**config.mk**
```make
export PLATFORM = sky130hd
export DESIGN_NAME = conv_window_scheduler
export DESIGN_NICKNAME = d
export VERILOG_FILES = /design/src/rtl/conv_window_scheduler.sv
export SDC_FILE = /design/constraint.sdc
export NUM_CORES = 1
export LEC_CHECK = 0
export CAP_MARGIN = 15
export CORE_UTILIZATION = 40
export CTS_BUF_LIST = sky130_fd_sc_hd__clkbuf_16
export DETAILED_ROUTE_END_ITERATION = 10
export DONT_BUFFER_PORTS = 1
export PLACE_DENSITY = 0.61
export SLEW_MARGIN = 20
export SYNTH_ARGS = -nofsm -noshare
export SYNTH_HDL_FRONTEND = slang
export SYNTH_SLANG_ARGS = --single-unit
```
**constraint.sdc**
```tcl
create_clock -name clk -period 2.7 [get_ports clk]
set_input_delay 0.405 -clock clk [delete_from_list [all_inputs] [get_ports clk]]
set_output_delay 0.405 -clock clk [all_outputs]
set_load 0.02 [all_outputs]
```
**src/rtl/conv_window_scheduler.sv**
```systemverilog
// Raster-order kernel-window issuer with bounded in-flight windows and in-order result tagging.
// Optional macro CONV_RELU_EN clamps negative results to zero; result path is zero latency.
module conv_window_scheduler #(
   parameter int IMG_W           = 8,
   parameter int IMG_H           = 8,
   parameter int KERNEL_SIZE     = 3,
   parameter int STRIDE          = 1,
   parameter int BIT_REP_OUT     = 8,
   parameter int MAX_OUTSTANDING = 4,
   localparam int OUT_W  = (IMG_W - KERNEL_SIZE) / STRIDE + 1,
   localparam int OUT_H  = (IMG_H - KERNEL_SIZE) / STRIDE + 1,
   localparam int TOTAL  = OUT_W * OUT_H,
   localparam int ADDR_W = (TOTAL > 1) ? $clog2(TOTAL) : 1,
   localparam int ROW_W  = (IMG_H > 1) ? $clog2(IMG_H) : 1,
   localparam int COL_W  = (IMG_W > 1) ? $clog2(IMG_W) : 1
) (
   input  logic                   clk,
   input  logic                   rst_n,
   input  logic                   start,
   output logic                   busy,
   output logic                   done,
   output logic                   win_valid,
   input  logic                   win_ready,
   output logic [ROW_W-1:0]       win_row,
   output logic [COL_W-1:0]       win_col,
   input  logic                   dp_valid,
   output logic                   dp_ready,
   input  logic [BIT_REP_OUT-1:0] dp_data,
   output logic                   out_valid,
   input  logic                   out_ready,
   output logic [BIT_REP_OUT-1:0] out_data,
   output logic [ADDR_W-1:0]      out_addr
);

   localparam int CNT_W = $clog2(MAX_OUTSTANDING + 1);

   localparam logic [1:0] S_IDLE  = 2'd0;
   localparam logic [1:0] S_ISSUE = 2'd1;
   localparam logic [1:0] S_DRAIN = 2'd2;

   localparam logic [ROW_W-1:0]  LAST_ROW  = ROW_W'((OUT_H - 1) * STRIDE);
   localparam logic [COL_W-1:0]  LAST_COL  = COL_W'((OUT_W - 1) * STRIDE);
   localparam logic [ROW_W-1:0]  ROW_STEP  = ROW_W'(STRIDE);
   localparam logic [COL_W-1:0]  COL_STEP  = COL_W'(STRIDE);
   localparam logic [ADDR_W-1:0] LAST_ADDR = ADDR_W'(TOTAL - 1);
   localparam logic [CNT_W-1:0]  MAX_CNT   = CNT_W'(MAX_OUTSTANDING);

   logic [1:0]        state_q, state_d;
   logic [ROW_W-1:0]  row_q, row_d;
   logic [COL_W-1:0]  col_q, col_d;
   logic [ADDR_W-1:0] addr_q, addr_d;
   logic [CNT_W-1:0]  cnt_q, cnt_d;
   logic              done_q, done_d;

   logic has_out, win_hs, dp_hs, last_win, last_res;

   assign busy      = (state_q != S_IDLE);
   assign has_out   = (cnt_q != '0);
   assign win_valid = (state_q == S_ISSUE) && (cnt_q < MAX_CNT);
   assign win_hs    = win_valid && win_ready;
   assign out_valid = dp_valid && busy && has_out;
   assign dp_ready  = out_ready && busy && has_out;
   assign dp_hs     = dp_valid && dp_ready;
   assign last_win  = (row_q == LAST_ROW) && (col_q == LAST_COL);
   assign last_res  = (addr_q == LAST_ADDR);

   assign win_row  = row_q;
   assign win_col  = col_q;
   assign out_addr = addr_q;
   assign done     = done_q;

`ifdef CONV_RELU_EN
   assign out_data = dp_data[BIT_REP_OUT-1] ? '0 : dp_data;
`else
   assign out_data = dp_data;
`endif

   always_comb begin
      state_d = state_q;
      row_d   = row_q;
      col_d   = col_q;
      addr_d  = addr_q;
      cnt_d   = cnt_q;
      done_d  = 1'b0;

      case (state_q)
         S_IDLE:  if (start) state_d = S_ISSUE;
         S_ISSUE: if (win_hs && last_win) state_d = S_DRAIN;
         S_DRAIN: if (dp_hs && last_res) begin
            state_d = S_IDLE;
            done_d  = 1'b1;
         end
         default: state_d = S_IDLE;
      endcase

      // Coordinates rewind after the last window so the next pass starts at the origin.
      if (win_hs) begin
         if (last_win) begin
            row_d = '0;
            col_d = '0;
         end else if (col_q == LAST_COL) begin
            col_d = '0;
            row_d = row_q + ROW_STEP;
         end else begin
            col_d = col_q + COL_STEP;
         end
      end

      if (dp_hs) addr_d = last_res ? '0 : addr_q + ADDR_W'(1);

      case ({win_hs, dp_hs})
         2'b10:   cnt_d = cnt_q + CNT_W'(1);
         2'b01:   cnt_d = cnt_q - CNT_W'(1);
         default: cnt_d = cnt_q;
      endcase
   end

   always_ff @(posedge clk or negedge rst_n) begin
      if (!rst_n) begin
         state_q <= S_IDLE;
         row_q   <= '0;
         col_q   <= '0;
         addr_q  <= '0;
         cnt_q   <= '0;
         done_q  <= 1'b0;
      end else begin
         state_q <= state_d;
         row_q   <= row_d;
         col_q   <= col_d;
         addr_q  <= addr_d;
         cnt_q   <= cnt_d;
         done_q  <= done_d;
      end
   end

endmodule
```
==> out/qor.yml <==
fin_skew_ns: 0.000923
remaining_drc_errors: 0
p_leak_nw: 0.464
grt_first_pass_wirelength_um: 2790
rows: 17
initial_core_util_pct: 43.3
die_w_um: 51.6
gr-usage-all-layers_pct: 14.3
cap_viol_max_count: 0
r2r_start: "state_q[0]"
r2r-end: "cnt_q[2]"
syn-cell-area_um2: 986
ir_drop_mv: 0.585
min_period_ns: 2.05
wl_per_cell_um: 14.0
drt-initial-drc-count: 5
outcome: "complete, no violations"
min_to: "state_q[0]"
p_switching_w: 0.000492
syn_to_final_growth_pct: 4.82
critical_path.top_delay_family: "adder cells"
synth_cell_types: 34
async_flop_share_pct: 100
dpl.hpwl_um: 1230
clkTransAtPathRegs_ns: 0.05
detail-route-antenna-nets: 0
cts_tree: "built"
synthCells: 92
synth_ff_type: "dfrtp_1"
root_buffer: "clkbuf_16"
synth_seq_area_share_pct: 45.7
first_pass_iters: 4
clkPwrFrac_pct: 23.6
worstSetupStartpointType: "flip-flop"
routed_wl_um: 1610
n_antenna_cell: 0
io_pins: 39
cts_resized: 0
crit_chain: "o32a_1, and3_4, ha_1, inv_1, fa_1, xor2_1, nor2_1, xor2_1"
register_area_um2: 450
design_area_um2: 1030
dpl-instance-area_um2: 945
slew_viol_final: 0
grt_max_degree: 19
ys_warn_count: 0
worstSetupEndpointType: "flip-flop"
numCtsBuffers: 3
htree_levels: 1
min_path_type: "in2reg"
fp.dieArea_um2: 2670
reg2reg_slack_ns: 0.65
chipHeight_um: 51.6
hold_start: "start"
antenna_found_initial: 0
crit_fanout: 11
combPwrFrac_pct: 27.9
required_ns: 2.87
nFillCells: 206
p_sw_share_pct: 39.9
core_area_um2: 2280
setup_viol: 0
vias: 612
p_seq_share_pct: 48.5
multi_input_area_um2: 440
vias_per_cell: 5.32
nNetsFinal: 107
path_buf_inv: 1
synth-edff-count: 0
power.density_nw_per_um2: 1190
max_stage_delay_ns: 0.42
fmax_mhz: 487
cp_slowest_cell: "dfrtp_1"
clk_latency_ns: 0.25
drive_above_1_share_pct: 12.6
power_w: 0.00123
relSlewSlack_pct: 46.4
p_int_w: 0.000739
overflow: 0
grt_pass1_vias: 572
finalSetupTns_ns: 0
numPortBuffers: 0
whs_ns: 0.323
period_share_pct: 76.0
r2r_cells: 8
critPathKind: "reg2reg"
clockBufferDepth: 2
clkSinkCount: 18
ys_seq_elements: 18
worstPathArrival_ns: 2.22
hold_viol_final: 0
hold_depth: 2
path_common_cell: "xor2_1"
worst_pin_slew_ns: 0.801
syn_avg_cell_area_um2: 10.7
synth_nets: 111
routabilityCongestion: 0.756
rsz0062_at_grt: "false"
postLayoutCoreUtil_pct: 45.4
-- state kept, by name, summed over array words and instances, names as in the netlist --
signal	count
out_addr	6
win_col	3
cnt_q	3
state_q	2
done	1
win_row	3
-- timing repair --
item | CTS | global route
setup endpoints to repair | 0 | 0
hold endpoints to repair | 18 | 0
buffers inserted | 0 | 0
hold buffers | 1 | 0
-- power groups by stage --
stage	Sequential (W)	Combinational [W]	Clock [W]
2_1_floorplan	0.000570	0.000313	0
3_3_place_gp	0.000597	0.000331	0
3_5_place_dp	0.000604	0.000343	0
4_1_cts	0.000599	0.000352	0.000300
5_1_grt	0.000621	0.000396	0.000314
6_report	0.000596	0.000344	0.000291
-- synthesized netlist by cell type (2+ instances only) --
cell type,count,area share [%]
dfrtp_1,18,46
buf_4,8,6.1
nand2_1,8,3.0
nor2_1,6,2.3
inv_1,5,1.9
ha_1,4,5.1
o21ai_0,4,2.0
a21oi_1,3,1.5
and2_1,3,1.9
xnor2_1,3,2.7
xor2_1,3,2.7
a31o_2,2,1.8
mux2_2,2,2.3
mux2i_1,2,2.0
nand2b_1,2,1.3
-- cell families (layout without fill, tap and decap cells) --
family	Yosys count	in the layout	synth area share (%)
flip-flops	18	18	45.7
AND/OR/NAND/NOR	29	29	16.9
XOR/XNOR	6	6	5.33
AO/OA/AOI/OAI	14	14	9.52
adder cells (fa/ha/maj)	5	5	7.11
multiplexers	5	5	5.84
buffers and inverters	15	10	9.64
-- through the flow --
stage	instances	worst slack, ns
after floorplan	92	0.777
after global placement	110	0.718
after detailed placement	110	0.670
after CTS	115	0.643
after global routing	115	0.483
final	115	0.648
-- final cells by class --
cell class                 instances  share of cell area [%]
timing repair buffer               1                   0.969
tap                               28                    3.39
sequential                        18                    43.6
inverter                           5                    1.82
clock buffer                       3                    7.26
multi-input combinational         59                    42.6
clock inverter                     1                   0.363
-- metal layers --
layer / up-vias / part of all wire (%) / GRT usage, % / wire length, um
li1: 296 / - / - / -
met1: 294 / 44 / 15.8 / 705
met2: 18 / 47 / 22.3 / 760
met3: 4 / 8.4 / 9.65 / 135
met4: 0 / 0.62 / 4.05 / 10
met5: - / 0 / 0 / 0
-- how the worst max path moves through the flow --
stage	from	to	slack, ns	cells after the start
2_1_floorplan	cnt_q[2]	cnt_q[2]	0.78	9
3_3_place_gp	state_q[0]	cnt_q[2]	0.72	8
3_5_place_dp	state_q[0]	cnt_q[2]	0.67	8
4_1_cts	state_q[1]	cnt_q[2]	0.64	8
5_1_grt	state_q[1]	cnt_q[2]	0.48	8
6_report	state_q[0]	cnt_q[2]	0.65	8
-- layout by cell type, fill, tap and decap left out, types with 2 or more instances in the layout --
| cell | netlist | routed |
|---|---|---|
| mux2i_1 | 2 | 2 |
| clkbuf_16 | 0 | 3 |
| nand2_1 | 8 | 8 |
| a21oi_1 | 3 | 3 |
| dfrtp_1 | 18 | 18 |
| a31o_2 | 2 | 2 |
| inv_1 | 5 | 5 |
| xnor2_1 | 3 | 3 |
| o21ai_0 | 4 | 4 |
| nand2b_1 | 2 | 2 |
| mux2_2 | 2 | 2 |
| and2_1 | 3 | 3 |
| nor2_1 | 6 | 6 |
| xor2_1 | 3 | 3 |
| ha_1 | 4 | 4 |
Note: power is estimated with default switching activity, not from simulation.
